[src/rtl/crc_frame_check.sv]
// rtl/crc_frame_check.sv - CRC-8 frame checker: buffers payload, checks trailing CRC, drains tagged bytes
// Optional: define CRC_DROP_BAD_EN to discard failed frames instead of draining them with out_err=1.
module crc_frame_check #(
  parameter int          FRAME_BYTES = 8,
  parameter logic [7:0]  POLY        = 8'h07,
  parameter logic [7:0]  INIT        = 8'h00
) (
  input  logic        clk,
  input  logic        reset,
  input  logic [7:0]  in_data,
  input  logic        in_valid,
  output logic        in_ready,
  output logic [7:0]  out_data,
  output logic        out_valid,
  input  logic        out_ready,
  output logic        out_last,
  output logic        out_err,
  output logic        crc_ok,
  output logic        crc_err,
  output logic [15:0] err_count
);

  localparam int             IW       = $clog2(FRAME_BYTES);
  localparam logic [IW-1:0]  LAST_IDX = IW'(FRAME_BYTES - 1);
  localparam logic [IW-1:0]  LAST_PAY = IW'(FRAME_BYTES - 2);

  typedef enum logic [1:0] {RECV, CHECK, DRAIN} state_e;

  state_e        state_q;
  logic [IW-1:0] idx_q;
  logic [IW-1:0] rptr_q;
  logic [7:0]    crc_q;
  logic [7:0]    crc_d;
  logic [7:0]    buf_q [FRAME_BYTES-1];
  logic          crc_ok_q;
  logic          crc_err_q;
  logic          out_err_q;
  logic [15:0]   err_cnt_q;
  logic          in_fire;
  logic          out_fire;

  function automatic logic [7:0] crc8_byte(input logic [7:0] c_in, input logic [7:0] d);
    logic [7:0] c;
    c = c_in ^ d;
    for (int i = 0; i < 8; i++) begin
      c = c[7] ? ((c << 1) ^ POLY) : (c << 1);
    end
    return c;
  endfunction

  assign crc_d     = crc8_byte(crc_q, in_data);
  assign in_ready  = (state_q == RECV);
  assign out_valid = (state_q == DRAIN);
  assign in_fire   = in_valid & in_ready;
  assign out_fire  = out_valid & out_ready;
  assign out_data  = out_valid ? buf_q[rptr_q] : 8'h00;
  assign out_last  = out_valid && (rptr_q == LAST_PAY);
  assign out_err   = out_err_q;
  assign crc_ok    = crc_ok_q;
  assign crc_err   = crc_err_q;
  assign err_count = err_cnt_q;

  always_ff @(posedge clk) begin
    if (in_fire && (idx_q != LAST_IDX)) begin
      buf_q[idx_q] <= in_data;
    end
  end

  always_ff @(posedge clk or negedge reset) begin
    if (!reset) begin
      state_q   <= RECV;
      idx_q     <= '0;
      rptr_q    <= '0;
      crc_q     <= INIT;
      crc_ok_q  <= 1'b0;
      crc_err_q <= 1'b0;
      out_err_q <= 1'b0;
      err_cnt_q <= 16'h0000;
    end else begin
      crc_ok_q  <= 1'b0;
      crc_err_q <= 1'b0;
      case (state_q)
        RECV: begin
          if (in_fire) begin
            // The final byte of the frame is the received CRC, not payload.
            if (idx_q == LAST_IDX) begin
              crc_ok_q  <= (in_data == crc_q);
              crc_err_q <= (in_data != crc_q);
              state_q   <= CHECK;
            end else begin
              crc_q <= crc_d;
              idx_q <= idx_q + IW'(1);
            end
          end
        end
        CHECK: begin
          rptr_q <= '0;
          if (crc_err_q && (err_cnt_q != 16'hFFFF)) begin
            err_cnt_q <= err_cnt_q + 16'd1;
          end
`ifdef CRC_DROP_BAD_EN
          out_err_q <= 1'b0;
          if (crc_err_q) begin
            state_q <= RECV;
            crc_q   <= INIT;
            idx_q   <= '0;
          end else begin
            state_q <= DRAIN;
          end
`else
          out_err_q <= crc_err_q;
          state_q   <= DRAIN;
`endif
        end
        DRAIN: begin
          if (out_fire) begin
            if (rptr_q == LAST_PAY) begin
              state_q   <= RECV;
              crc_q     <= INIT;
              idx_q     <= '0;
              rptr_q    <= '0;
              out_err_q <= 1'b0;
            end else begin
              rptr_q <= rptr_q + IW'(1);
            end
          end
        end
        default: state_q <= RECV;
      endcase
    end
  end

endmodule

[config.mk]
export PLATFORM = sky130hd
export DESIGN_NAME = crc_frame_check
export DESIGN_NICKNAME = d
export VERILOG_FILES = /design/src/rtl/crc_frame_check.sv
export SDC_FILE = /design/constraint.sdc
export NUM_CORES = 1
export LEC_CHECK = 0
export CAP_MARGIN = 5
export CORE_AREA = 4 4 106 88
export CTS_CLUSTER_SIZE = 8
export DETAILED_ROUTE_END_ITERATION = 8
export DIE_AREA = 0 0 110 92
export PLACE_DENSITY_LB_ADDON = 0.2
export SETUP_SLACK_MARGIN = 0.02
export SYNTH_ARGS = -nofsm -noshare
export SYNTH_HDL_FRONTEND = slang
export SYNTH_SLANG_ARGS = --single-unit
[constraint.sdc]
create_clock -name clk -period 3.2 [get_ports clk]
set_input_delay 0.48 -clock clk [delete_from_list [all_inputs] [get_ports clk]]
set_output_delay 0.48 -clock clk [all_outputs]
set_load 0.01 [all_outputs]
==> flow_summary.rst, run 1 <==
.. list-table::
   :header-rows: 1

   * - Metric
     - Value
   * - Worst-path maximum fanout
     - 12
   * - Area contributors post-synth
     - sky130_fd_sc_hd__edfxtp_1 41%, sky130_fd_sc_hd__dfrtp_1 21%, sky130_fd_sc_hd__mux4_2 4.3%
   * - DR vias
     - 2611
   * - Switching share of power
     - 32.31%
   * - Total number of nets in the final design
     - 376
   * - Maximum level of the CTS H-tree
     - 3
   * - Flip-flop and latch count after synthesis
     - 91
   * - Tightest hold margin
     - 0.5054 ns
   * - Signed area change from the synthesized netlist to the final layout
     - 19.71%
   * - Net switching component of the power
     - 1.190 mW
   * - Final-report max-slew violation count
     - 0
   * - Worst reg2reg path endpoint
     - buf_q[4][6]
   * - Core area
     - 8295 sq um
   * - Class of the most critical setup path
     - reg -> out
   * - Final critical delay including setup and external delays
     - 2.920 ns
   * - Final core occ
     - 59.91%
   * - DRC viols
     - 0
   * - R2R setup slack
     - 0.78 ns
   * - Kind of cell with the highest combined delay on the critical path
     - buffers and inverters
   * - Worst endpoint required time
     - 2.72 ns
   * - Number of input and output port buffers inserted
     - 41
   * - Period utilization
     - 91.25%
   * - Part of the Yosys area used for sequential elements
     - 61.60%
   * - Drt first-iter violations
     - 186
   * - Relative contribution of sequential cells to total power
     - 43.6%
   * - Number of antenna violations at the first check in global routing
     - 0
   * - CP Launch Type
     - flip-flop
   * - Number of gates resized after CTS
     - 0
   * - Total length of routed wires
     - 8.463 mm
   * - Gr ovfl total
     - 0
   * - Later-pin clock latency in the skew report
     - 0.35 ns
   * - Worst setup skew after layout
     - 0.007662 ns
   * - Power share of the clock group
     - 21.0%
   * - Crit path setup slack, layout
     - 0.2799 ns
   * - Final hold vios
     - 0
   * - Area of the multi-input gates
     - 1530 sq um
   * - Clock-pin transition on the worst setup and hold timing paths
     - 0.09 ns
   * - Peak supply drop
     - 0.0005278 V
   * - Placement row count
     - 30
   * - Worst path bufs/invs
     - 2
   * - Ports
     - 42
   * - Depth of the critical timing path with buffers and inverters included
     - 5
   * - Detailed placement HPWL
     - 5.840 mm
   * - Top-area cell type share of the netlist area
     - 40.51%
   * - R2R Path Start
     - idx_q[0]
   * - Post-synthesis instance total
     - 305
   * - Number of post-CTS setup repair buffers
     - 0
   * - Sum of negative setup slack
     - 0 ns
   * - Number of cells on the worst reg-to-reg path
     - 6
   * - Share of power burned in combinational logic
     - 35.4%
   * - Most common flop cell mapped by yosys
     - sky130_fd_sc_hd__edfxtp_1
   * - Via-to-Cell Ratio
     - 5.497
   * - Highest clock frequency the design can meet
     - 0.3425 GHz
   * - Distinct cells, synth
     - 48
   * - Worst-case setup slack after placement
     - 0.6511 ns
   * - Internal power component
     - 2.493 mW
   * - Post-Syn Nets
     - 323
   * - Cell Pwr Density
     - 741.1 nW/um^2
   * - Clock root cell
     - sky130_fd_sc_hd__clkbuf_8
   * - Post-Syn Area
     - 4151 sq um
   * - FF+latch area
     - 2557 sq um
   * - Overall routing resource usage
     - 17.91%
   * - Number of enable flip-flop cells after synthesis
     - 56
   * - Clk sinks
     - 91
   * - Number of global-route vias before repair
     - 2507
   * - Timing endpoint of the critical path
     - out_data[1]
   * - Async set-reset flop share out of synthesis
     - 38.46%
   * - Pin count of the biggest net entering global routing
     - 36
   * - Measured slew at the worst slew-check pin
     - 0.7437 ns
   * - Slowest stage cell on the critical path
     - sky130_fd_sc_hd__dfrtp_1
   * - Synth warnings
     - 0
   * - Leakage power of the design
     - 1.886 nW
   * - Area leader, netlist
     - sky130_fd_sc_hd__edfxtp_1
   * - Count of filler cells inserted in the layout
     - 648
   * - CTS tree
     - built
   * - Chip width
     - 110 um
   * - Run status
     - complete, no violations
   * - Arrival time reported for the critical path endpoint
     - 2.44 ns
   * - Cells on Worst Hold Path
     - 2
   * - Post-route ant nets
     - 0
   * - Fraction of layout instances using a drive strength above 1
     - 11.29%
   * - Cell breakdown of the critical path
     - buf_12 -> mux4_2 -> mux2i_1 -> nor2_1 -> clkdlybuf4s50_1
   * - Largest stage delay, worst path
     - 0.66 ns
   * - Max cap viols
     - 0
   * - Diode insertion count for antenna repair
     - 0
   * - Wirelength per Cell
     - 17.82 um
   * - Category of the worst setup path capture point
     - primary output
   * - Slew margin rel.
     - 50.42%
   * - Die Span Y
     - 92 um
   * - Global-route wire length before repair
     - 13.46 mm
   * - Final setup fails
     - 0
   * - Die Area
     - 10120 sq um
   * - Final Wtd Congestion
     - 0.8472
   * - Synthesized area per cell
     - 13.61 sq um
   * - Worst hold path type
     - reg -> reg
   * - RSZ-0062 raised after global routing
     - false
   * - Number of buffers inserted during clock tree synthesis
     - 9
   * - Final Total Pwr
     - 3.683 mW
   * - Crit path launch
     - rptr_q[0]
   * - Initial Util
     - 50.05%
   * - Maximum root-to-sink buffer count
     - 2
   * - Count of hold-fix buffers inserted at cts
     - 0
   * - Drt pass-1 iters
     - 4
[routing by layer]
layer | part of all wire [%] | track usage (%)
met1 | 50 | 27.66
met2 | 45 | 25.56
met3 | 3.6 | 4.433
met4 | 0.82 | 3.946
met5 | 0 | 0
[power groups by stage]
stage | combinational (mW) | sequential [mW] | clock, mW
after floorplan | 0.952 | 1.54 | 0
after global placement | 1.28 | 1.62 | 0
after detailed placement | 1.32 | 1.63 | 0
after CTS | 1.32 | 1.61 | 0.788
after global routing | 1.43 | 1.63 | 0.841
final | 1.30 | 1.61 | 0.773
[placed cells by master, fill, tap and decap left out, drive strengths merged, types with 3 or more instances in the layout]
| master | Yosys | final |
|---|---|---|
| edfxtp | 56 | 56 |
| nand3 | 9 | 9 |
| mux4 | 8 | 8 |
| o211ai | 3 | 3 |
| clkbuf | 8 | 10 |
| nand4b | 3 | 3 |
| xnor2 | 20 | 20 |
| nor4 | 3 | 3 |
| xor3 | 4 | 4 |
| nor3 | 4 | 4 |
| buf | 4 | 13 |
| o21ai | 20 | 20 |
| nand4 | 5 | 5 |
| and3 | 5 | 5 |
| nor2 | 20 | 20 |
| a21oi | 3 | 3 |
| dfrtp | 35 | 35 |
| inv | 6 | 8 |
| nand2 | 25 | 25 |
| mux2i | 17 | 17 |
| clkdlybuf4s50 | 0 | 41 |
| xor2 | 5 | 5 |
| a22o | 7 | 7 |
| ha | 6 | 6 |
[cells by family after synthesis]
kind of cell             synth area share, %
flip-flops                             61.60
AO/OA/AOI/OAI                          6.751
adder cells (fa/ha/maj)                1.808
buffers and inverters                  1.688
XOR/XNOR                               8.137
AND/OR/NAND/NOR                        11.30
multiplexers                           8.710
[layout make-up]
cell class | count | area share [%]
Tap cell | 112 | 2.820
Clock buffer | 10 | 2.568
Inverter | 6 | 0.4532
Sequential cell | 91 | 51.46
Timing Repair Buffer | 54 | 10.47
Multi-Input combinational cell | 196 | 30.79
Clock inverter | 6 | 1.435
[sequential cells by signal, indices dropped and copies added, names as in the netlist]
| register | cells |
|---|---|
| crc_ok | 1 |
| err_count | 16 |
| crc_err | 1 |
| idx_q | 3 |
| rptr_q | 3 |
| state_q | 2 |
| out_err | 1 |
| buf_q | 56 |
| crc_q | 8 |
[worst min-delay path by stage]
stage,start,to,slack [ns]
floorplan,reset,crc_err,0.18
global placement,crc_q[3],crc_q[3],0.48
detailed placement,crc_q[3],crc_q[3],0.49
CTS,crc_q[3],crc_q[3],0.51
global route,crc_q[3],crc_q[3],0.53
finish,crc_q[3],crc_q[3],0.51
[through the flow]
step,instance area [sq um],cells
after CTS,4970,475
after floorplan,4151,305
after global placement,4771,459
after global routing,4970,475
after detailed placement,4771,459
final,4970,475
[Yosys cell counts, drive strengths merged, types with 2 or more instances]
cell and instances:
edfxtp 56, dfrtp 35, nand2 25, nor2 20
o21ai 20, xnor2 20, mux2i 17, nand3 9
clkbuf 8, mux4 8, a22o 7, ha 6
inv 6, and3 5, nand4 5, xor2 5
buf 4, nor3 4, xor3 4, a21oi 3
nand4b 3, nor4 3, o211ai 3, a31oi 2
a32o 2, nand2b 2, nand3b 2, nor2b 2
nor3b 2, nor4b 2
[worst register-to-register path, stage by stage (launching register included)]
cell and delay [ns]:
sky130_fd_sc_hd__dfrtp_1 0.48, sky130_fd_sc_hd__ha_1 0.25, sky130_fd_sc_hd__ha_1 0.21, sky130_fd_sc_hd__or4b_1 0.49
sky130_fd_sc_hd__buf_4 0.21, sky130_fd_sc_hd__nor4b_2 0.27, sky130_fd_sc_hd__buf_4 0.22
(Power assumes the default switching activity.)
==> inputs of run 2 (changes only) <==
- ABC_AREA: unset -> 1
- CORE_AREA: 4 4 106 88 -> 4 4 108 90
- DIE_AREA: 0 0 110 92 -> 0 0 112 94
==> flow_summary.rst, run 2 <==
.. list-table::
   :header-rows: 1

   * - Metric
     - Value
   * - Total length of routed wires
     - 9.977 mm (+18%)
   * - Diode insertion count for antenna repair
     - 0 (unchanged)
   * - Leakage power of the design
     - 2.138 nW (+13%)
   * - Worst endpoint required time
     - 2.72 ns (about the same)
   * - Core area
     - 8727 sq um (+5.2%)
   * - Post-synthesis instance total
     - 473 (+55%)
   * - Drt first-iter violations
     - 211 (+13%)
   * - Cell Pwr Density
     - 726.6 nW/um^2 (-2.0%)
   * - Final critical delay including setup and external delays
     - 2.866 ns (-0.05450 ns)
   * - Signed area change from the synthesized netlist to the final layout
     - 17.37%
   * - Part of the Yosys area used for sequential elements
     - 58.28% (-3.3 points)
   * - Sum of negative setup slack
     - 0 ns (unchanged)
   * - Chip width
     - 112 um (+1.8%)
   * - Count of hold-fix buffers inserted at cts
     - 0 (unchanged)
   * - DRC viols
     - 0 (unchanged)
   * - Register name with the most flops
     - buf_q
   * - Flip-flop and latch count after synthesis
     - 91 (unchanged)
   * - Drt pass-1 iters
     - 5 (+1)
   * - Gr ovfl total
     - 0 (unchanged)
   * - Most common flop cell mapped by yosys
     - sky130_fd_sc_hd__edfxtp_1
   * - Pin count of the biggest net entering global routing
     - 36 (unchanged)
   * - Placement row count
     - 31 (+3.3%)
   * - Via-to-Cell Ratio
     - 5.241 (-4.7%)
   * - Top-area cell type share of the netlist area
     - 38.32% (-2.2 points)
   * - Clk sinks
     - 91 (unchanged)
   * - DR vias
     - 3375 (+29%)
   * - Worst-path maximum fanout
     - 21 (+9)
   * - Maximum root-to-sink buffer count
     - 2 (unchanged)
   * - Maximum level of the CTS H-tree
     - 3 (unchanged)
   * - Area leader, netlist
     - sky130_fd_sc_hd__edfxtp_1
   * - Clock-pin transition on the worst setup and hold timing paths
     - 0.09 ns (about the same)
   * - Most frequent standard cell in the layout excluding fill and tap cells
     - sky130_fd_sc_hd__nand2_1
   * - Count of filler cells inserted in the layout
     - 753 (+16%)
   * - Later-pin clock latency in the skew report
     - 0.36 ns (about the same)
   * - Run status
     - complete, no violations
   * - Clock root cell
     - sky130_fd_sc_hd__clkbuf_8
   * - Measured slew at the worst slew-check pin
     - 0.8384 ns (+0.09472 ns)
   * - Distinct cells, synth
     - 34 (-29%)
   * - Number of post-CTS setup repair buffers
     - 0 (unchanged)
   * - Number of antenna violations at the first check in global routing
     - 0 (unchanged)
   * - Period utilization
     - 89.55% (-1.7 points)
   * - Async set-reset flop share out of synthesis
     - 38.46% (unchanged)
   * - Worst hold path type
     - in -> async
   * - Max FFs per register
     - 56 (unchanged)
   * - Category of the worst setup path capture point
     - primary output
   * - Detailed placement HPWL
     - 6.855 mm (+17%)
   * - Most common cell in the netlist
     - sky130_fd_sc_hd__nand2_1
   * - Worst setup skew after layout
     - 0.009294 ns (+0.001632 ns)
   * - Area of the multi-input gates
     - 1609 sq um (+5.2%)
   * - Post-route ant nets
     - 0 (unchanged)
   * - Number of input and output port buffers inserted
     - 41 (unchanged)
   * - Fraction of layout instances using a drive strength above 1
     - 8.318% (-3.0 points)
   * - FF+latch area
     - 2557 sq um (unchanged)
   * - Initial Util
     - 50.28% (+0.23 points)
   * - Number of gates resized after CTS
     - 0 (unchanged)
   * - Number of enable flip-flop cells after synthesis
     - 56 (unchanged)
   * - Number of global-route vias before repair
     - 3228 (+29%)
   * - Die Span Y
     - 94 um (+2.2%)
   * - Wirelength per Cell
     - 15.49 um (-13%)
   * - Post-Syn Area
     - 4388 sq um (+5.7%)
   * - CTS tree
     - built
   * - Total number of nets in the final design
     - 542 (+44%)
   * - Final-report max-slew violation count
     - 0 (unchanged)
   * - Number of buffers inserted during clock tree synthesis
     - 9 (unchanged)
   * - Global-route wire length before repair
     - 16.42 mm (+22%)
   * - Final Wtd Congestion
     - 0.8902 (+5.1%)
   * - Peak supply drop
     - 0.0003665 V (-31%)
   * - Highest clock frequency the design can meet
     - 0.3490 GHz (+1.9%)
   * - Ports
     - 42 (unchanged)
   * - Die Area
     - 10530 sq um (+4.0%)
   * - CP Launch Type
     - flip-flop
   * - Tightest hold margin
     - 0.2066 ns (-0.2989 ns)
   * - Crit path setup slack, layout
     - 0.3344 ns (+0.05450 ns)
   * - Slew margin rel.
     - 44.10% (-6.3 points)
   * - Final hold vios
     - 0 (unchanged)
   * - Arrival time reported for the critical path endpoint
     - 2.39 ns (-0.05 ns)
   * - Post-Syn Nets
     - 491 (+52%)
   * - Final setup fails
     - 0 (unchanged)
   * - Overall routing resource usage
     - 20.00% (+2.1 points)
   * - Max cap viols
     - 0 (unchanged)
   * - Final Total Pwr
     - 3.742 mW (+1.6%)
   * - Top library cells by usage in the layout, fill and taps aside
     - 164 x sky130_fd_sc_hd__nand2_1, 56 x sky130_fd_sc_hd__edfxtp_1, 40 x sky130_fd_sc_hd__clkdlybuf4s50_1
   * - Class of the most critical setup path
     - reg -> out
   * - Synthesized area per cell
     - 9.277 sq um (-32%)
   * - Cell types with the highest counts after synthesis
     - 164 x sky130_fd_sc_hd__nand2_1, 56 x sky130_fd_sc_hd__edfxtp_1, 35 x sky130_fd_sc_hd__dfrtp_1, 34 x sky130_fd_sc_hd__inv_1, 29 x sky130_fd_sc_hd__nand3_1
   * - Synth warnings
     - 0 (unchanged)
   * - RSZ-0062 raised after global routing
     - false
   * - Worst-case setup slack after placement
     - 0.7388 ns (+0.08773 ns)
   * - Area contributors post-synth
     - sky130_fd_sc_hd__edfxtp_1 38%, sky130_fd_sc_hd__dfrtp_1 20%, sky130_fd_sc_hd__nand2_1 14%
## run 2: changes by cell type in the layout (fill, tap and decap cells not counted), sizes merged, moves of 5 or more
cell    previous run  this run
nor3               4         9
nand3              9        31
a22o               7         0
a211oi             1         8
nand2             25       166
a21oi              3        22
nor2              20        30
xnor2             20         7
mux4               8         0
and3               5         0
inv                8        40
mux2i             17         0
o21ai             20        28
## run 2: final cells by class
cell class	count	share of cell area (%)
repair buffers	51	9.329
clock buffers	10	2.478
well taps	115	2.794
flip-flops and latches	91	49.66
clock inverters	6	1.433
inverters	42	3.061
multi-input cells	329	31.24
## run 2: per-layer routing
layer | part of all wire (%) | vias to the layer above | GRT usage, %
met2 | 44 | 109 | 30.14
met1 | 49 | 1584 | 29.01
met4 | 0.97 | 0 | 6.707
li1 | - | 1671 | -
met5 | 0 | - | 0
met3 | 5.9 | 11 | 4.185
## run 2: path summary, 6_finish.rpt
kind | cells past startpoint | slack, ns | start | endpoint
min reg2reg | 2 | 0.51 | crc_q[2] | crc_q[2]
min | 1 | 0.21 | reset | err_count[14]
max reg2reg | 6 | 1.19 | idx_q[1] | buf_q[1][7]
min in group clk | 2 | 0.51 | crc_q[2] | crc_q[2]
max in group asynchronous | 1 | 2.45 | reset | crc_q[4]
max | 6 | 0.33 | rptr_q[1] | out_data[6]
## run 2: critical path, stage by stage (launching register included)
cell and delay (ns):
sky130_fd_sc_hd__dfrtp_1 0.79, sky130_fd_sc_hd__buf_4 0.34, sky130_fd_sc_hd__nand2_1 0.09, sky130_fd_sc_hd__nand2_1 0.06, sky130_fd_sc_hd__o21ai_0 0.08, sky130_fd_sc_hd__nor2_1 0.12
sky130_fd_sc_hd__clkdlybuf4s50_1 0.54
## run 2: through the flow
step | cell area, sq um | util (%) | std cells
after CTS | 5150 | 59.01 | 644
final | 5150 | 59.01 | 644
after global placement | 4949 | 56.70 | 628
after detailed placement | 4949 | 56.70 | 628
after floorplan | 4388 | - | 473
after global routing | 5150 | 59.01 | 644
## run 2: cell families (layout without fill, tap and decap cells)
| logic type | after synthesis | after routing | share of synthesized area [%] |
|---|---|---|---|
| compound gates | 60 | 60 | 7.728 |
| buf+inv | 53 | 109 | 5.047 |
| simple gates | 247 | 247 | 24.04 |
| flops | 91 | 91 | 58.28 |
| xor+xnor | 16 | 16 | 3.194 |
| fa+ha+maj | 6 | 6 | 1.711 |
## run 2: where the power goes
group | leakage (nW) | internal (mW) | switching (mW) | total (mW)
Combinational | 1.07 | 0.506 | 0.844 | 1.35
Clock | 0.0950 | 0.371 | 0.420 | 0.791
Sequential | 0.970 | 1.45 | 0.151 | 1.60
==> inputs of run 3 (changes only) <==
- CORE_AREA: 4 4 108 90 -> 2 2 106 88
- DIE_AREA: 0 0 112 94 -> 0 0 108 90
==> flow_summary.rst, run 3 (synthesized netlist as in run 2, its figures left out) <==
.. list-table::
   :header-rows: 1

   * - Metric
     - Value
   * - Top library cells by usage in the layout, fill and taps aside
     - 164 x sky130_fd_sc_hd__nand2_1, 56 x sky130_fd_sc_hd__edfxtp_1, 40 x sky130_fd_sc_hd__clkdlybuf4s50_1
   * - Number of global-route vias before repair
     - 2991 (-7.3%)
   * - Wirelength per Cell
     - 15.03 um (-3.0%)
   * - Placement row count
     - 31 (unchanged)
   * - Maximum root-to-sink buffer count
     - 2 (unchanged)
   * - Number of antenna violations at the first check in global routing
     - 0 (unchanged)
   * - Overall routing resource usage
     - 21.15% (+1.1 points)
   * - Clk sinks
     - 91 (unchanged)
   * - Global-route wire length before repair
     - 15.45 mm (-5.9%)
   * - Number of gates resized after CTS
     - 0 (unchanged)
   * - Final setup fails
     - 0 (unchanged)
   * - Max cap viols
     - 0 (unchanged)
   * - Kind of cell with the highest combined delay on the critical path
     - buffers and inverters
   * - Clock-pin transition on the worst setup and hold timing paths
     - 0.10 ns (about the same)
   * - Worst path bufs/invs
     - 2 (unchanged)
   * - Largest stage delay, worst path
     - 0.77 ns (-0.02 ns)
   * - Cell area after layout
     - 5162 sq um (+0.24%)
   * - R2R Path Start
     - idx_q[1]
   * - Number of post-CTS setup repair buffers
     - 0 (unchanged)
   * - Die Area
     - 9720 sq um (-7.7%)
   * - Run status
     - complete, no violations
   * - CTS tree
     - built
   * - Final Total Pwr
     - 3.708 mW (-0.91%)
   * - Category of the worst setup path capture point
     - primary output
   * - Most frequent standard cell in the layout excluding fill and tap cells
     - sky130_fd_sc_hd__nand2_1
   * - Worst reg2reg path endpoint
     - buf_q[4][0]
   * - Worst setup skew after layout
     - 0.007683 ns (-0.001611 ns)
   * - Register name with the most flops
     - buf_q
   * - Final Wtd Congestion
     - 0.8571 (-3.7%)
   * - Ports
     - 42 (unchanged)
   * - Post-route ant nets
     - 0 (unchanged)
   * - Timing endpoint of the critical path
     - out_data[1]
   * - Cell breakdown of the critical path
     - buf_4 -> a21oi_1 -> o21ai_0 -> nor2_1 -> clkdlybuf4s50_1
   * - R2R setup slack
     - 0.95 ns (-0.24 ns)
   * - Diode insertion count for antenna repair
     - 0 (unchanged)
   * - Crit path launch
     - rptr_q[1]
   * - Measured slew at the worst slew-check pin
     - 0.7904 ns (-0.04803 ns)
   * - Later-pin clock latency in the skew report
     - 0.37 ns (about the same)
   * - Final-report max-slew violation count
     - 0 (unchanged)
   * - Detailed placement HPWL
     - 6.949 mm (+1.4%)
   * - Slew margin rel.
     - 47.11% (+3.0 points)
   * - Pin count of the biggest net entering global routing
     - 36 (unchanged)
   * - Depth of the critical timing path with buffers and inverters included
     - 5 (-1)
   * - RSZ-0062 raised after global routing
     - false
   * - Sum of negative setup slack
     - 0 ns (unchanged)
   * - Fraction of layout instances using a drive strength above 1
     - 9.040% (+0.72 points)
   * - Class of the most critical setup path
     - reg -> out
   * - Number of cells on the worst reg-to-reg path
     - 5 (-1)
   * - Worst-case setup slack after placement
     - 0.7110 ns (-0.02788 ns)
   * - Worst hold path type
     - in -> async
   * - DR vias
     - 3339 (-1.1%)
   * - Period utilization
     - 91.30% (+1.8 points)
   * - Number of input and output port buffers inserted
     - 41 (unchanged)
   * - Highest clock frequency the design can meet
     - 0.3423 GHz (-1.9%)
   * - Count of hold-fix buffers inserted at cts
     - 0 (unchanged)
   * - Clock root cell
     - sky130_fd_sc_hd__clkbuf_8
   * - Total number of nets in the final design
     - 544 (+0.37%)
   * - Signed area change from the synthesized netlist to the final layout
     - 17.65%
   * - Chip width
     - 108 um (-3.6%)
   * - Drt first-iter violations
     - 246 (+17%)
   * - DRC viols
     - 0 (unchanged)
   * - Worst-path maximum fanout
     - 20 (-4.8%)
   * - Number of buffers inserted during clock tree synthesis
     - 9 (unchanged)
   * - Maximum level of the CTS H-tree
     - 3 (unchanged)
   * - Peak supply drop
     - 0.0004484 V (+22%)
   * - Drt pass-1 iters
     - 5 (unchanged)
   * - Core area
     - 8727 sq um (unchanged)
   * - Final critical delay including setup and external delays
     - 2.922 ns (+0.05612 ns)
   * - Initial Util
     - 50.28% (unchanged)
   * - Via-to-Cell Ratio
     - 5.169 (-1.4%)
   * - Gr ovfl total
     - 0 (unchanged)
   * - Final hold vios
     - 0 (unchanged)
   * - Max FFs per register
     - 56 (unchanged)
   * - Total length of routed wires
     - 9.709 mm (-2.7%)
   * - Die Span Y
     - 90 um (-4.3%)
   * - Crit path setup slack, layout
     - 0.2783 ns (-0.05612 ns)
   * - Cell Pwr Density
     - 718.3 nW/um^2 (-1.1%)
   * - Worst endpoint required time
     - 2.72 ns (about the same)
   * - Arrival time reported for the critical path endpoint
     - 2.44 ns (+0.05 ns)
   * - Leakage power of the design
     - 2.153 nW (+0.67%)
   * - CP Launch Type
     - flip-flop
   * - Slowest stage cell on the critical path
     - sky130_fd_sc_hd__dfrtp_1
   * - Placed inst area
     - 4970 sq um (+0.43%)
[run 3: cell count changes in the layout (fill, tap and decap cells not counted), sizes merged]
cell and change:
buf +2, bufinv -1, clkbuf -1, clkinv +2
clkinvlp -2, inv +2
[run 3: how the worst min path moves through the flow]
stage                     depth (start not counted)  slack [ns]             to      from
final                                             1        0.19  err_count[10]     reset
after global routing                              1        0.23       crc_q[6]     reset
after CTS                                         1        0.21   err_count[0]     reset
after detailed placement                          2        0.50       crc_q[2]  crc_q[2]
after global placement                            2        0.49       crc_q[2]  crc_q[2]
after floorplan                                   0        0.18        crc_err     reset
[run 3: routing by layer]
layer	global-route usage [%]	up-vias	wire length [um]
li1	-	1684	-
met1	31.56	1562	4710
met2	31.18	81	4396
met3	4.206	12	464
met4	6.517	0	138
met5	0	-	0
[run 3: where the power goes]
part | internal (mW) | switching (mW)
Clock | 0.305 | 0.441
Sequential | 1.45 | 0.132
Combinational | 0.514 | 0.864
[run 3: worst register-to-register path, cell delays in order (launching register included)]
cell	delay [ns]
sky130_fd_sc_hd__dfrtp_1	0.44
sky130_fd_sc_hd__ha_1	0.20
sky130_fd_sc_hd__ha_1	0.22
sky130_fd_sc_hd__nor2_4	0.24
sky130_fd_sc_hd__nand2_1	0.15
sky130_fd_sc_hd__nor2_1	0.63
[run 3: cell type report]
cell class / instances / area (sq um)
Fill cell: 733 / 3565
Multi-Input combinational cell: 329 / 1615
Tap cell: 115 / 143.9
Sequential cell: 91 / 2557
Clock inverter: 7 / 68.82
Clock buffer: 9 / 123.9
Timing Repair Buffer: 53 / 495.5
Inverter: 42 / 157.7
[run 3: stage by stage]
stage | hold slack, ns | cells | utilization, %
after CTS | 0.2125 | 646 | 59.15
after global placement | 0.4902 | 630 | 56.95
after global routing | 0.2314 | 646 | 59.15
after floorplan | 0.1844 | 473 | -
final | 0.1898 | 646 | 59.15
after detailed placement | 0.4976 | 630 | 56.95
